### src/rtl/pipe_ctrl_if.sv
// Hazard inputs and stall/bubble/status outputs exchanged between the
// Y86-64 datapath (master) and the pipeline control unit (slave).
interface pipe_ctrl_if #(
  parameter int CNT_W = 64
);
  logic [3:0]       D_icode;
  logic [3:0]       E_icode;
  logic [3:0]       M_icode;
  logic [3:0]       W_icode;
  logic [3:0]       d_srcA;
  logic [3:0]       d_srcB;
  logic [3:0]       E_dstM;
  logic             e_Cnd;
  logic [2:0]       m_stat;
  logic [2:0]       W_stat;

  logic             F_stall;
  logic             D_stall;
  logic             W_stall;
  logic             D_bubble;
  logic             E_bubble;
  logic             M_bubble;
  logic             W_bubble;
  logic             set_cc;
  logic [2:0]       cpu_stat;
  logic             halted;
  logic [CNT_W-1:0] cycle_cnt;
  logic [CNT_W-1:0] instr_cnt;

  modport master (
    output D_icode, E_icode, M_icode, W_icode, d_srcA, d_srcB, E_dstM,
           e_Cnd, m_stat, W_stat,
    input  F_stall, D_stall, W_stall, D_bubble, E_bubble, M_bubble,
           W_bubble, set_cc, cpu_stat, halted, cycle_cnt, instr_cnt
  );

  modport slave (
    input  D_icode, E_icode, M_icode, W_icode, d_srcA, d_srcB, E_dstM,
           e_Cnd, m_stat, W_stat,
    output F_stall, D_stall, W_stall, D_bubble, E_bubble, M_bubble,
           W_bubble, set_cc, cpu_stat, halted, cycle_cnt, instr_cnt
  );
endinterface

### src/rtl/pipe_ctrl.sv
// Y86-64 pipeline control: hazard-driven stall/bubble generation, an
// INIT/RUN/HALTED processor-state FSM and cycle/instruction counters.
module pipe_ctrl #(
  parameter int FLUSH_CYCLES = 4,
  parameter int CNT_W        = 64
) (
  input  logic         clk,
  input  logic         rst,
  pipe_ctrl_if.slave   ctrl_io
);

  localparam logic [2:0] STAT_BUB = 3'd0;
  localparam logic [2:0] STAT_AOK = 3'd1;
  localparam logic [2:0] STAT_HLT = 3'd2;
  localparam logic [2:0] STAT_ADR = 3'd3;
  localparam logic [2:0] STAT_INS = 3'd4;

  localparam logic [3:0] I_MRMOVQ = 4'h5;
  localparam logic [3:0] I_OPQ    = 4'h6;
  localparam logic [3:0] I_JXX    = 4'h7;
  localparam logic [3:0] I_RET    = 4'h9;
  localparam logic [3:0] I_POPQ   = 4'hB;
  localparam logic [3:0] REG_NONE = 4'hF;

  localparam int FW = (FLUSH_CYCLES > 1) ? $clog2(FLUSH_CYCLES) : 1;
  localparam logic [FW-1:0] FLUSH_LAST = FW'(FLUSH_CYCLES - 1);

  typedef enum logic [1:0] {
    S_INIT,
    S_RUN,
    S_HALTED
  } state_t;

  state_t           state_q, state_d;
  logic [FW-1:0]    flush_cnt_q, flush_cnt_d;
  logic [2:0]       halt_stat_q, halt_stat_d;
  logic [CNT_W-1:0] cycle_q, cycle_d;
  logic [CNT_W-1:0] instr_q, instr_d;

  logic lu, rt, mp, mx, wx;
  logic unusedWIcode;

  assign unusedWIcode = ^ctrl_io.W_icode;

  always_ff @(posedge clk or posedge rst) begin
    if (rst) begin
      state_q     <= S_INIT;
      flush_cnt_q <= '0;
      halt_stat_q <= STAT_AOK;
      cycle_q     <= '0;
      instr_q     <= '0;
    end else begin
      state_q     <= state_d;
      flush_cnt_q <= flush_cnt_d;
      halt_stat_q <= halt_stat_d;
      cycle_q     <= cycle_d;
      instr_q     <= instr_d;
    end
  end

  always_comb begin
    lu = ((ctrl_io.E_icode == I_MRMOVQ) || (ctrl_io.E_icode == I_POPQ)) &&
         (ctrl_io.E_dstM != REG_NONE) &&
         ((ctrl_io.E_dstM == ctrl_io.d_srcA) || (ctrl_io.E_dstM == ctrl_io.d_srcB));
    rt = (ctrl_io.D_icode == I_RET) || (ctrl_io.E_icode == I_RET) ||
         (ctrl_io.M_icode == I_RET);
    mp = (ctrl_io.E_icode == I_JXX) && !ctrl_io.e_Cnd;
    mx = ctrl_io.m_stat inside {STAT_HLT, STAT_ADR, STAT_INS};
    wx = ctrl_io.W_stat inside {STAT_HLT, STAT_ADR, STAT_INS};
  end

  always_comb begin
    state_d          = state_q;
    flush_cnt_d      = flush_cnt_q;
    halt_stat_d      = halt_stat_q;
    cycle_d          = cycle_q;
    instr_d          = instr_q;
    ctrl_io.F_stall  = 1'b0;
    ctrl_io.D_stall  = 1'b0;
    ctrl_io.W_stall  = 1'b0;
    ctrl_io.D_bubble = 1'b0;
    ctrl_io.E_bubble = 1'b0;
    ctrl_io.M_bubble = 1'b0;
    ctrl_io.W_bubble = 1'b0;
    ctrl_io.set_cc   = 1'b0;
    ctrl_io.cpu_stat = STAT_AOK;

    case (state_q)
      S_INIT: begin
        ctrl_io.D_bubble = 1'b1;
        ctrl_io.E_bubble = 1'b1;
        ctrl_io.M_bubble = 1'b1;
        ctrl_io.W_bubble = 1'b1;
        flush_cnt_d      = flush_cnt_q + FW'(1);
        if (flush_cnt_q == FLUSH_LAST) begin
          state_d     = S_RUN;
          flush_cnt_d = '0;
        end
      end
      S_RUN: begin
        // On a load/use + ret overlap D must hold the loaded-from instruction.
        ctrl_io.F_stall  = lu || rt;
        ctrl_io.D_stall  = lu;
        ctrl_io.D_bubble = mp || (rt && !lu);
        ctrl_io.E_bubble = mp || lu;
        ctrl_io.M_bubble = mx || wx;
        ctrl_io.W_stall  = wx;
        ctrl_io.set_cc   = (ctrl_io.E_icode == I_OPQ) && !mx && !wx;
        cycle_d          = cycle_q + CNT_W'(1);
        if (ctrl_io.W_stat == STAT_AOK) begin
          instr_d = instr_q + CNT_W'(1);
        end
        if (!(ctrl_io.W_stat inside {STAT_AOK, STAT_BUB})) begin
          state_d     = S_HALTED;
          halt_stat_d = ctrl_io.W_stat;
        end
      end
      S_HALTED: begin
        ctrl_io.F_stall  = 1'b1;
        ctrl_io.W_stall  = 1'b1;
        ctrl_io.M_bubble = 1'b1;
        ctrl_io.cpu_stat = halt_stat_q;
      end
      default: begin
        state_d = S_INIT;
      end
    endcase
  end

  assign ctrl_io.halted    = (state_q == S_HALTED);
  assign ctrl_io.cycle_cnt = cycle_q;
  assign ctrl_io.instr_cnt = instr_q;

endmodule

### src/flat_wrapper.sv
// flat-port wrapper written by rule: the top's interface ports become plain ports
module pipe_ctrl_flat 
#(
  parameter int FLUSH_CYCLES = 4,
  parameter int CNT_W        = 64
)
  (clk, rst, ctrl_io_D_icode, ctrl_io_E_icode, ctrl_io_M_icode, ctrl_io_W_icode, ctrl_io_d_srcA, ctrl_io_d_srcB, ctrl_io_E_dstM, ctrl_io_e_Cnd, ctrl_io_m_stat, ctrl_io_W_stat, ctrl_io_F_stall, ctrl_io_D_stall, ctrl_io_W_stall, ctrl_io_D_bubble, ctrl_io_E_bubble, ctrl_io_M_bubble, ctrl_io_W_bubble, ctrl_io_set_cc, ctrl_io_cpu_stat, ctrl_io_halted, ctrl_io_cycle_cnt, ctrl_io_instr_cnt);
  pipe_ctrl_if #(.CNT_W(CNT_W)) ctrl_io_i ();
  input  logic clk;
  input  logic rst;
  input wire logic [$bits(ctrl_io_i.D_icode)-1:0] ctrl_io_D_icode;
  input wire logic [$bits(ctrl_io_i.E_icode)-1:0] ctrl_io_E_icode;
  input wire logic [$bits(ctrl_io_i.M_icode)-1:0] ctrl_io_M_icode;
  input wire logic [$bits(ctrl_io_i.W_icode)-1:0] ctrl_io_W_icode;
  input wire logic [$bits(ctrl_io_i.d_srcA)-1:0] ctrl_io_d_srcA;
  input wire logic [$bits(ctrl_io_i.d_srcB)-1:0] ctrl_io_d_srcB;
  input wire logic [$bits(ctrl_io_i.E_dstM)-1:0] ctrl_io_E_dstM;
  input wire logic [$bits(ctrl_io_i.e_Cnd)-1:0] ctrl_io_e_Cnd;
  input wire logic [$bits(ctrl_io_i.m_stat)-1:0] ctrl_io_m_stat;
  input wire logic [$bits(ctrl_io_i.W_stat)-1:0] ctrl_io_W_stat;
  output wire logic [$bits(ctrl_io_i.F_stall)-1:0] ctrl_io_F_stall;
  output wire logic [$bits(ctrl_io_i.D_stall)-1:0] ctrl_io_D_stall;
  output wire logic [$bits(ctrl_io_i.W_stall)-1:0] ctrl_io_W_stall;
  output wire logic [$bits(ctrl_io_i.D_bubble)-1:0] ctrl_io_D_bubble;
  output wire logic [$bits(ctrl_io_i.E_bubble)-1:0] ctrl_io_E_bubble;
  output wire logic [$bits(ctrl_io_i.M_bubble)-1:0] ctrl_io_M_bubble;
  output wire logic [$bits(ctrl_io_i.W_bubble)-1:0] ctrl_io_W_bubble;
  output wire logic [$bits(ctrl_io_i.set_cc)-1:0] ctrl_io_set_cc;
  output wire logic [$bits(ctrl_io_i.cpu_stat)-1:0] ctrl_io_cpu_stat;
  output wire logic [$bits(ctrl_io_i.halted)-1:0] ctrl_io_halted;
  output wire logic [$bits(ctrl_io_i.cycle_cnt)-1:0] ctrl_io_cycle_cnt;
  output wire logic [$bits(ctrl_io_i.instr_cnt)-1:0] ctrl_io_instr_cnt;
  assign ctrl_io_i.D_icode = ctrl_io_D_icode;
  assign ctrl_io_i.E_icode = ctrl_io_E_icode;
  assign ctrl_io_i.M_icode = ctrl_io_M_icode;
  assign ctrl_io_i.W_icode = ctrl_io_W_icode;
  assign ctrl_io_i.d_srcA = ctrl_io_d_srcA;
  assign ctrl_io_i.d_srcB = ctrl_io_d_srcB;
  assign ctrl_io_i.E_dstM = ctrl_io_E_dstM;
  assign ctrl_io_i.e_Cnd = ctrl_io_e_Cnd;
  assign ctrl_io_i.m_stat = ctrl_io_m_stat;
  assign ctrl_io_i.W_stat = ctrl_io_W_stat;
  assign ctrl_io_F_stall = ctrl_io_i.F_stall;
  assign ctrl_io_D_stall = ctrl_io_i.D_stall;
  assign ctrl_io_W_stall = ctrl_io_i.W_stall;
  assign ctrl_io_D_bubble = ctrl_io_i.D_bubble;
  assign ctrl_io_E_bubble = ctrl_io_i.E_bubble;
  assign ctrl_io_M_bubble = ctrl_io_i.M_bubble;
  assign ctrl_io_W_bubble = ctrl_io_i.W_bubble;
  assign ctrl_io_set_cc = ctrl_io_i.set_cc;
  assign ctrl_io_cpu_stat = ctrl_io_i.cpu_stat;
  assign ctrl_io_halted = ctrl_io_i.halted;
  assign ctrl_io_cycle_cnt = ctrl_io_i.cycle_cnt;
  assign ctrl_io_instr_cnt = ctrl_io_i.instr_cnt;
  pipe_ctrl #(.FLUSH_CYCLES(FLUSH_CYCLES), .CNT_W(CNT_W)) u_core (.clk(clk), .rst(rst), .ctrl_io(ctrl_io_i));
endmodule
### config.mk
export PLATFORM = sky130hd
export DESIGN_NAME = pipe_ctrl_flat
export DESIGN_NICKNAME = d
export VERILOG_FILES = /design/src/rtl/pipe_ctrl_if.sv /design/src/rtl/pipe_ctrl.sv /design/src/flat_wrapper.sv
export SDC_FILE = /design/constraint.sdc
export NUM_CORES = 1
export LEC_CHECK = 0
export ABC_AREA = 1
export ABC_CLOCK_PERIOD_IN_PS = 6700
export BUFFER_PORTS_ARGS = -buffer_cell sky130_fd_sc_hd__buf_2
export CAP_MARGIN = 40
export CORE_MARGIN = 2
export CORE_UTILIZATION = 45
export DETAILED_ROUTE_END_ITERATION = 6
export PLACE_DENSITY = 0.68
export SYNTH_ARGS = -nofsm -noshare
export SYNTH_HDL_FRONTEND = slang
export SYNTH_SLANG_ARGS = --single-unit
### constraint.sdc
create_clock -name clk -period 6.7 [get_ports clk]
set_clock_uncertainty 0.1 [all_clocks]
set_input_delay 1.675 -clock clk [delete_from_list [all_inputs] [get_ports clk]]
set_output_delay 1.675 -clock clk [all_outputs]
set_load 0.02 [all_outputs]
# Word level (Yosys, flattened, before mapping)
# Index checks and enable logic that the tools add are counted.
dict set report totals {
  ff_bits 135
  elab_cells 72
  out_inout_bits 140
}
dict set report classes {
  eq_ne 22
  add_sub_neg 3
  reduce_logical 27
  mux 13
  bitwise_logic 2
}
# cell n
set op_table {}
lappend op_table {{$add A64 B1 Y64 const B} 2}
lappend op_table {{$eq A4 B4 Y1 const B} 4}
lappend op_table {{$eq A3 B2 Y1 const B} 4}
lappend op_table {{$eq A4 B3 Y1 const B} 3}
lappend op_table {{$pmux W1 S2} 5}
lappend op_table {{$eq A4 B4 Y1} 2}
lappend op_table {{$logic_or A1 B1 Y1} 8}
lappend op_table {{$eq A3 B3 Y1 const B} 2}
lappend op_table {{$logic_and A1 B1 Y1} 6}
lappend op_table {{$mux W2} 3}
lappend op_table {{$pmux W2 S3} 1}
lappend op_table {{$reduce_bool A3 Y1} 2}
lappend op_table {{$eq A2 B2 Y1 const B} 2}
lappend op_table {{$logic_not A1 Y1} 4}
lappend op_table {{$ne A4 B4 Y1 const B} 1}
lappend op_table {{$reduce_and A2 Y1} 2}
lappend op_table {{$eq A3 B1 Y1 const B} 1}
lappend op_table {{$logic_not A3 Y1} 1}
lappend op_table {{$mux W1} 3}
lappend op_table {{$mux W3} 1}
lappend op_table {{$reduce_and A3 Y1} 1}
lappend op_table {{$add A2 B1 Y2 const B} 1}
lappend op_table {{$eq A2 B1 Y1 const B} 1}
lappend op_table {{$logic_not A2 Y1} 1}
lappend op_table {{other kinds (5)} 6}

# Depth between registers and ports, before layout
# Gate-level depths: netlist (run 1).
dict set report logic_depth {
  ltp_word 8
  depth_mapped 11
  ltp_nobuf 11
}

# Worst setup path before layout (run 1)
# OpenSTA, ideal clock, no wires.
dict set report synth_timing {
  path_kind {input to output}
  startpoint {input port ctrl_io_E_icode[2]}
  endpoint {output port ctrl_io_F_stall}
  path_stages 6
  arrival_time_ps 2530
  slack_ps 2395
  cell_sequence {inv_1 > nor2_1 > nand3_1 > a21oi_1 > nand3_1 > a21oi_1}
}
dict set report synth_between {
  elab_chain_len 6
  elab_cells_between_ends 10
}
# item line_no
set synth_lines {}
lappend synth_lines {{from (decl)} flat_wrapper.sv:12} ;# input wire logic [$bits(ctrl_io_i.E_icode)-1:0] ctrl_io_E_icode;
lappend synth_lines {{$eq A4 B3 Y1 / $eq A4 B4 Y1 (equally long branches)} pipe_ctrl.sv:62} ;# lu = ((ctrl_io.E_icode == I_MRMOVQ) || (ctrl_io.E_icode == I_POPQ)) &&
lappend synth_lines {{$logic_or A1 B1 Y1} pipe_ctrl.sv:62}
lappend synth_lines {{$logic_and A1 B1 Y1} pipe_ctrl.sv:62}
lappend synth_lines {{$logic_and A1 B1 Y1} pipe_ctrl.sv:63} ;# (ctrl_io.E_dstM != REG_NONE) &&
lappend synth_lines {{$logic_or A1 B1 Y1 (*)} pipe_ctrl.sv:102} ;# ctrl_io.F_stall = lu || rt;
lappend synth_lines {{$pmux W1 S2 (*)} pipe_ctrl.sv:88} ;# case (state_q)
lappend synth_lines {{to (decl)} flat_wrapper.sv:21} ;# output wire logic [$bits(ctrl_io_i.F_stall)-1:0] ctrl_io_F_stall;
# Every way passes the cells marked *; elsewhere a longest branch is shown, timed or not.

# Final worst setup path (run 1)
# Same ends and word-level chain as after synthesis.

==> results of run 1 <==
## logic make-up (layout without fill, tap and decap cells)
kind of cell | after synthesis | in the layout | synth area share
buffers and inverters | 126 | 328 | 0.0590
AO/OA/AOI/OAI | 25 | 25 | 0.0165
AND/OR/NAND/NOR | 772 | 772 | 0.414
XOR/XNOR | 74 | 74 | 0.0805
adder cells (fa/ha/maj) | 7 | 7 | 0.0109
flip-flops | 135 | 135 | 0.420
## critical path, delay by kind of cell
| kind | cells | cell delay, ps |
|---|---|---|
| and+or+nand+nor | 3 | 340 |
| AOI/OAI and AO/OA | 2 | 320 |
| buffers and inverters | 3 | 300 |
## where the power goes
part           total [mW]  internal (mW)  switching (mW)
logic               0.364          0.117           0.247
clock network       0.920          0.554           0.366
registers           0.915          0.866          0.0491
total                2.20           1.54           0.662
## layout make-up
class / instances / area (um^2)
Timing Repair Buffer: 173 / 868
Inverter: 123 / 467
Clock buffer: 19 / 443
Sequential cell: 135 / 3380
Tap cell: 225 / 282
Fill cell: 1728 / 7650
Multi-Input combinational cell: 878 / 4200
Clock inverter: 13 / 130
## cell usage after synthesis
cell      count
nand2_1     391
nor2_1      201
dfrtp_1     134
inv_1       122
nand3_1      58
nand4_1      44
xor2_1       38
xnor2_1      36
nand3b_1     25
nor3_1       22
o21ai_0      14
nor2_2       10
a21oi_1       7
ha_1          7
nor2_4        6
nand2_2       4
and2_1        3
nand3_2       3
a31oi_1       2
buf_2         2
o21bai_1      2
or2_2         2
clkbuf_1      1
dfstp_2       1
inv_2         1
nor2b_1       1
nor3_4        1
nor3b_1       1
## registers in the layout, summed over array words and instances (netlist names)
| signal | cells |
|---|---|
| u_core.ctrl_io.cycle_cnt | 64 |
| u_core.flush_cnt_q | 2 |
| u_core.ctrl_io.instr_cnt | 64 |
| u_core.halt_stat_q | 3 |
| u_core.state_q | 2 |
## routing by layer
layer	vias up	wire, um	track usage
met1	3700	10000	0.331
met3	50	1480	0.0386
met5	-	0	0
li1	3968	-	-
met2	285	10400	0.397
met4	0	624	0.100
## path summary, 6_finish.rpt
kind                                       startpoint                      endpoint  slack [ps]
worst max-delay path               ctrl_io_E_icode[2]               ctrl_io_F_stall        2270
worst min-delay path            u_core.flush_cnt_q[1]         u_core.flush_cnt_q[1]         380
worst max register to register      u_core.state_q[1]  u_core.ctrl_io.instr_cnt[24]        3640
worst min register to register  u_core.flush_cnt_q[1]         u_core.flush_cnt_q[1]         380
max in group asynchronous                         rst  u_core.ctrl_io.instr_cnt[25]        3990
min in group asynchronous                         rst   u_core.ctrl_io.cycle_cnt[2]        1280
==> reports/results.ini, run 1 <==
[floorplanning]
initial_core_util = 0.463
die_area_um2 = 19000
dieWidth_um = 138
rows = 48
die_h_um = 138
fp.coreArea_um2 = 17400
io_pins = 177

[cells_and_area]
post-route-util = 0.561
antenna_cells = 0
fin_cells = 1566
final_common_cell = nand2_1
area_delta_synth_final_pct = 21.3
stdcell_area_um2 = 9770
drive_above_1_share = 0.174
final_cell_mix = nand2_1, nor2_1, buf_2
num-nets-final = 1372

[sta]
relSlewSlack = 0.426
worstMarginPinSlew_ps = 854
holdWs_ps = 379
fin_crit_sh = 0.660
rsz0062_at_grt = false
tns_ps = 0
fmax_mhz = 226
setup_viol = 0
period_minus_slack_ps = 4430
finalHoldViolCount = 0
slew_viol_final = 0
layout_setup_ws_ps = 2270

[run]
cap_viol_max_count = 0

[worst_setup_path]
slowest_delay_ps = 180
crit_required_ps = 4930
end_kind = output pin
worstPathCellList = buf_2 > inv_1 > nor2_1 > nand3_1 > a21oi_1 > nand3_1 > a21oi_1 > buf_2
rr_worst_depth = 8
worstPathArrival_ps = 2650
path_max_fanout = 4
start_kind = input pin
worstSetupPathType = input pin to output pin
cp_slowest_cell = a21oi_1

[synth]
ys_seq_area_frac = 0.420
synth_seq_cells = 135
synth_area_leaders = dfrtp_1, nand2_1, nor2_1
syn_nets = 1183
yosys.area.top_type = dfrtp_1
netlist_area_um2 = 8060
synthCells = 1139
synth.distinct_cells = 28
netlist.area_leader.share = 0.416
syn_avg_cell_area_um2 = 7.07
yosysWarnings = 0

[clock_network]
numCtsBuffers = 17
insertion_delay_ps = 430
postCtsHoldBufs = 0
root_buffer = clkbuf_16
post_cts_buffers = 0
cts_tree = built
cts-htree-levels = 4
clock-sinks = 135
clk_pin_slew_ps = 60
cts_max_path_buffers = 2
cts_resized = 0

[pwr]
cellLeakagePower_nw = 4.85
ir_drop_uv = 192
p_per_area_nw_per_um2 = 225
total_power_mw = 2.20

[routing]
via_count = 8003
antenna_left = 0
drt_wl_total_um = 22500
drt-initial-drc-count = 634
wl_per_cell_um = 14.4
drc = 0
avgViaCountPerCell = 5.11
dr.pass1.iters = 6

[place]
placed_cells = 1534
pre_cts_ws_ps = 2280
gp_congestion = 0.912
port-buffer-count = 172
hpwlAfterDp_um = 17300
dpl_cell_area_um2 = 9200

[global_routing]
grt_first_pass_wirelength_um = 36300
overflow = 0
grt_max_degree = 82
antenna_found_initial = 0
track_usage = 0.246
grt_pass1_vias = 7311

[worst_hold_path]
hp-class = flip-flop to flip-flop
hold_depth = 2

[outcome]
status = complete, no violations

No activity file was read; power rests on OpenSTA's default activity.
==> run 2: changes to the inputs <==
--- a/config.mk
+++ b/config.mk
@@ -6,7 +6,7 @@
 export NUM_CORES = 1
 export LEC_CHECK = 0
 export ABC_AREA = 1
-export ABC_CLOCK_PERIOD_IN_PS = 6700
+export ABC_CLOCK_PERIOD_IN_PS = 4300
 export BUFFER_PORTS_ARGS = -buffer_cell sky130_fd_sc_hd__buf_2
 export CAP_MARGIN = 40
 export CORE_MARGIN = 2
==> constraint.sdc (replaced) <==
create_clock -name clk -period 4.3 [get_ports clk]
set_clock_uncertainty 0.1 [all_clocks]
set_input_delay 1.075 -clock clk [delete_from_list [all_inputs] [get_ports clk]]
set_output_delay 1.075 -clock clk [all_outputs]
set_load 0.02 [all_outputs]
==> run 2 against run 1 <==
Effect of this change: global-route usage fell by 0.26 points; largest cell class unchanged; combinational power up 58%; wire length decreased by 0.68%; non-clock buffer count increased by 2; sequential power rose by 55%; via count decreased by 0.52%; first-iteration DRC count is 5.8% lower; hold slack lost 5.8 ps; clock power grew 75%.
==> reports/results.ini, run 2 (synthesis gave the netlist of run 1 again) <==
[floorplanning]
die_h_um = 138
initial_core_util = 0.463
die_area_um2 = 19000
dieWidth_um = 138
fp.coreArea_um2 = 17400
io_pins = 177
rows = 48

[worst_setup_path]
start_kind = flip-flop
slowest_delay_ps = 480
ff2ff_setup_slack_ps = 1600
path_max_fanout = 14
crit_required_ps = 3120
end_kind = output pin
worstPathCellList = inv_1 > ha_1 > inv_1 > nor2_1 > nand2_1 > a21oi_1 > buf_2
worstSetupPathType = flip-flop to output pin
critPathMostFrequentCell = inv_1
worstPathArrival_ps = 2190
cp_slowest_cell = ha_1

[global_routing]
grt_max_degree = 71
overflow = 0
grt_pass1_vias = 7305
track_usage = 0.244
grt_first_pass_wirelength_um = 35800
antenna_found_initial = 0

[routing]
drt_wl_total_um = 22300
drc = 0
drt-initial-drc-count = 597
via_count = 7961
dr.pass1.iters = 5
wl_per_cell_um = 14.2
avgViaCountPerCell = 5.08
antenna_left = 0

[sta]
layout_setup_ws_ps = 938
tns_ps = 0
setup_viol = 0
period_minus_slack_ps = 3360
worstMarginPinSlew_ps = 831
fin_crit_sh = 0.782
finalHoldViolCount = 0
fmax_mhz = 297
rsz0062_at_grt = false
relSlewSlack = 0.442
holdWs_ps = 373
slew_viol_final = 0

[run]
cap_viol_max_count = 0

[worst_hold_path]
hp-class = flip-flop to flip-flop

[cells_and_area]
ff_latch_area_um2 = 3380
area_delta_synth_final_pct = 22.6
final_common_cell = nand2_1
multiInputGateArea_um2 = 4200
num-nets-final = 1374
final_cell_mix = nand2_1, nor2_1, buf_2
post-route-util = 0.567
drive_above_1_share = 0.175
fillCellCount = 1710
antenna_cells = 0

[clock_network]
cts_resized = 0
cts_tree = built
clock-sinks = 135
cts-htree-levels = 4
insertion_delay_ps = 430
numCtsBuffers = 17
clk_pin_slew_ps = 60
cts_max_path_buffers = 2
root_buffer = clkbuf_16
postCtsHoldBufs = 0
post_cts_buffers = 0

[place]
hpwlAfterDp_um = 17400
pre_cts_ws_ps = 1030
port-buffer-count = 172
gp_congestion = 0.905

[pwr]
total_power_mw = 3.60
cellLeakagePower_nw = 4.89
p_per_area_nw_per_um2 = 365
ir_drop_uv = 292

[outcome]
status = complete, no violations

run 2: area by class of cell:
type,count,area share
Clock buffer,22,0.0490
Clock inverter,10,0.0169
Inverter,123,0.0471
Multi-Input combinational cell,878,0.425
Sequential cell,135,0.342
Tap cell,225,0.0285
Timing Repair Buffer,175,0.0907
run 2: critical path: cells and delay by family, from the launching register on:
family | cells | cell delay, ps
fa+ha+maj | 1 | 480
buf+inv | 3 | 460
flops | 1 | 410
simple gates | 2 | 300
compound gates | 1 | 120
run 2: path summary, 6_finish.rpt:
path	to	cells past startpoint	startpoint
max	ctrl_io_W_stall	7	u_core.state_q[1]
min	u_core.halt_stat_q[2]	2	u_core.halt_stat_q[2]
max reg2reg	u_core.ctrl_io.instr_cnt[24]	9	u_core.state_q[1]
min reg2reg	u_core.halt_stat_q[2]	2	u_core.halt_stat_q[2]
max in group asynchronous	u_core.halt_stat_q[0]	3	rst
min in group asynchronous	u_core.ctrl_io.cycle_cnt[57]	2	rst
run 2: report_power, final:
group          switching, mW  leakage (nW)  internal (mW)  total, mW
registers             0.0740          1.85           1.35       1.42
logic                  0.390          2.73          0.185      0.575
clock network          0.571         0.313           1.04       1.61
run 2: layer usage:
layer | vias up | routed length (um) | share of wire | global-route usage
met2 | 256 | 10500 | 0.47 | 0.396
li1 | 3964 | - | - | -
met3 | 46 | 1250 | 0.056 | 0.0408
met1 | 3695 | 10100 | 0.45 | 0.331
met5 | - | 0 | 0 | 0
met4 | 0 | 474 | 0.021 | 0.0833
run 2: stage by stage:
step / instance area (um^2) / std cells
2_1_floorplan: 8060 / 1139
3_3_place_gp: 9220 / 1536
3_5_place_dp: 9220 / 1536
4_1_cts: 9870 / 1568
5_1_grt: 9870 / 1568
6_report: 9870 / 1568
==> run 3: changes to the inputs <==
--- a/config.mk
+++ b/config.mk
@@ -5,14 +5,14 @@
 export SDC_FILE = /design/constraint.sdc
 export NUM_CORES = 1
 export LEC_CHECK = 0
-export ABC_AREA = 1
-export ABC_CLOCK_PERIOD_IN_PS = 4300
+export ABC_AREA = 0
+export ABC_CLOCK_PERIOD_IN_PS = 2720
 export BUFFER_PORTS_ARGS = -buffer_cell sky130_fd_sc_hd__buf_2
 export CAP_MARGIN = 40
 export CORE_MARGIN = 2
 export CORE_UTILIZATION = 45
 export DETAILED_ROUTE_END_ITERATION = 6
-export PLACE_DENSITY = 0.68
+export PLACE_DENSITY = 0.73
 export SYNTH_ARGS = -nofsm -noshare
 export SYNTH_HDL_FRONTEND = slang
 export SYNTH_SLANG_ARGS = --single-unit
==> constraint.sdc (replaced) <==
create_clock -name clk -period 2.72 [get_ports clk]
set_clock_uncertainty 0.1 [all_clocks]
set_input_delay 0.68 -clock clk [delete_from_list [all_inputs] [get_ports clk]]
set_output_delay 0.68 -clock clk [all_outputs]
set_load 0.02 [all_outputs]
==> run 3 against run 2 <==
Effect of this change: global-route usage decreased by 4.4 points; cell count decreased by 35%; utilization increased by 2.0 points; critical path depth decreased by 1; worst setup slack got worse by 930 ps; sequential cell count unchanged; clock power increased by 47%; wire length decreased by 31%; area after synthesis decreased by 18%; die area decreased by 17%; synthesized cell count decreased by 45%; non-clock buffer count increased by 16; critical path type is now input pin to output pin; largest cell class is now flip-flops and latches.
==> reports/results.ini, run 3 <==
[worst_setup_path]
rr_worst_depth = 7
timing.rr.end = u_core.ctrl_io.instr_cnt[59]
crit_required_ps = 1940
critPathMostFrequentCell = buf_2
cp_slowest_cell = nor4_1
path_max_fanout = 4
ff2ff_setup_slack_ps = 240
worstSetupPathType = input pin to output pin
worstPathArrival_ps = 1930
worstPathCellList = buf_2 > xor2_1 > nor4_1 > o2111ai_1 > a21oi_1 > buf_2
end_kind = output pin
slowest_delay_ps = 330
reg2reg_from = u_core.state_q[1]
start_kind = input pin

[clock_network]
cts-htree-levels = 4
clk_pin_slew_ps = 60
post_cts_buffers = 0
insertion_delay_ps = 410
clock-sinks = 135
postCtsHoldBufs = 0
root_buffer = clkbuf_16
cts_max_path_buffers = 2
cts_tree = built
numCtsBuffers = 17

[synth]
synth_seq_cells = 135
synth_flop_cell = dfrtp_1
ys_seq_area_frac = 0.509
syn_avg_cell_area_um2 = 10.6
synthMostInstantiatedCell = dfrtp_1
synthCells = 626
netlist_area_um2 = 6640
synth_edf_count = 0
synthArstFlopShare = 1.00
yosysWarnings = 0
netlist.area_leader.share = 0.505
synth_area_leaders = dfrtp_1, xor2_1, xnor2_1
yosys.area.top_type = dfrtp_1
synth.distinct_cells = 46
syn_nets = 670
synth_common_cells = dfrtp_1, xor2_1, xnor2_1, nor2_1, nand2_1

[floorplanning]
initial_core_util = 0.459
io_pins = 177
fp.coreArea_um2 = 14500
die_area_um2 = 15800
rows = 44
die_h_um = 126
dieWidth_um = 126

[pwr]
ir_drop_uv = 517
combPwrFrac = 0.148
p_per_area_nw_per_um2 = 632
total_power_mw = 5.37
net-switching-power_mw = 1.43
power_frac_seq = 0.411
intPower_mw = 3.94
cellLeakagePower_nw = 4.48
clkPwrFrac = 0.441
swShare = 0.267

[cells_and_area]
num-nets-final = 873
fillCellCount = 1238
drive_above_1_share = 0.299
final_cell_mix = buf_2, dfrtp_1, xor2_1
area_delta_synth_final_pct = 28.0
final_common_cell = buf_2
antenna_cells = 0
fin_cells = 1026
post-route-util = 0.587

[sta]
layout_setup_ws_ps = 9.28
finalHoldViolCount = 0
relSlewSlack = 0.564
setup_viol = 0
fin_crit_sh = 0.997
worstMarginPinSlew_ps = 652
fmax_mhz = 369
period_minus_slack_ps = 2710
slew_viol_final = 0

[worst_hold_path]
hp-class = input pin to async pin

[global_routing]
grt_first_pass_wirelength_um = 25600
grt_max_degree = 51
track_usage = 0.199
grt_pass1_vias = 5147
overflow = 0
antenna_found_initial = 0

[routing]
wl_per_cell_um = 14.9
drc = 0
antenna_left = 0
avgViaCountPerCell = 5.24
via_count = 5380
drt-initial-drc-count = 295
dr.pass1.iters = 4
drt_wl_total_um = 15300

[place]
hpwlAfterDp_um = 11100
port-buffer-count = 172
pre_cts_ws_ps = -13.0
gp_congestion = 0.804
placed_cells = 994

[run]
cap_viol_max_count = 0

[outcome]
status = complete, no violations

==> run 3: cell types whose count changed in the layout (fill, tap and decap cells not counted), sizes merged, moves of 19 or more <==
| cell | change |
|---|---|
| nor4 | +20 |
| nor2 | -161 |
| inv | -102 |
| xnor2 | +27 |
| nand2 | -342 |
| xor2 | +33 |
| nand3b | -24 |
| nand3 | -19 |
==> run 3: timing repair <==
item                       in CTS  in global routing
hold endpoints to repair        0                  0
setup endpoints to repair       2                  1
gates resized for setup         2                  1
==> run 3: worst max-delay path: cells and delay by family <==
kind	cells	cell delay, ps
xor+xnor	1	160
buf+inv	2	300
compound gates	2	460
simple gates	1	330
==> run 3: area by class of cell <==
| class | instances | area, um^2 | area share |
|---|---|---|---|
| sequential | 135 | 3380 | 0.397 |
| clock inverter | 12 | 150 | 0.0177 |
| multi-input combinational | 462 | 3160 | 0.372 |
| tap | 184 | 230 | 0.0271 |
| clock buffer | 20 | 467 | 0.0549 |
| timing repair buffer | 191 | 1030 | 0.121 |
| inverter | 22 | 86.3 | 0.0102 |
==> run 3: power groups by stage <==
stage / logic [mW] / clock network (mW) / registers, mW
after floorplan: 0.489 / 0 / 2.28
after global placement: 0.777 / 0 / 2.24
after detailed placement: 0.788 / 0 / 2.24
after CTS: 0.802 / 2.42 / 2.21
after global routing: 0.877 / 2.51 / 2.23
final: 0.796 / 2.37 / 2.21
==> run 3: per-layer routing <==
layer,global-route usage,wire (um)
met3,0.0582,856
met4,0.0595,141
met5,0,0
met2,0.312,7400
met1,0.270,6930
==> run 3: cell families after synthesis <==
group / synth area share
compound gates: 0.0128
xor+xnor: 0.177
buf+inv: 0.0181
simple gates: 0.261
flops: 0.509
mux: 0.00979
fa+ha+maj: 0.0132
==> run 3: worst max path at each step <==
stage / startpoint / slack (ps) / to
2_1_floorplan: ctrl_io_W_stat[2] / 250 / ctrl_io_set_cc
4_1_cts: u_core.state_q[1] / 60 / ctrl_io_set_cc
3_5_place_dp: u_core.state_q[1] / -10 / u_core.ctrl_io.instr_cnt[59]
5_1_grt: ctrl_io_E_dstM[0] / -20 / ctrl_io_F_stall
6_report: ctrl_io_E_dstM[2] / 9 / ctrl_io_F_stall
3_3_place_gp: u_core.state_q[1] / 50 / u_core.ctrl_io.instr_cnt[59]
==> run 3: stage by stage <==
stage | setup TNS [ps] | cell area [um^2] | hold slack, ps
after global routing | -23.2 | 8500 | 301
after detailed placement | -13.0 | 7870 | 356
after floorplan | 0 | 6650 | 337
after global placement | 0 | 7870 | 354
final | 0 | 8500 | 254
after CTS | 0 | 8500 | 257
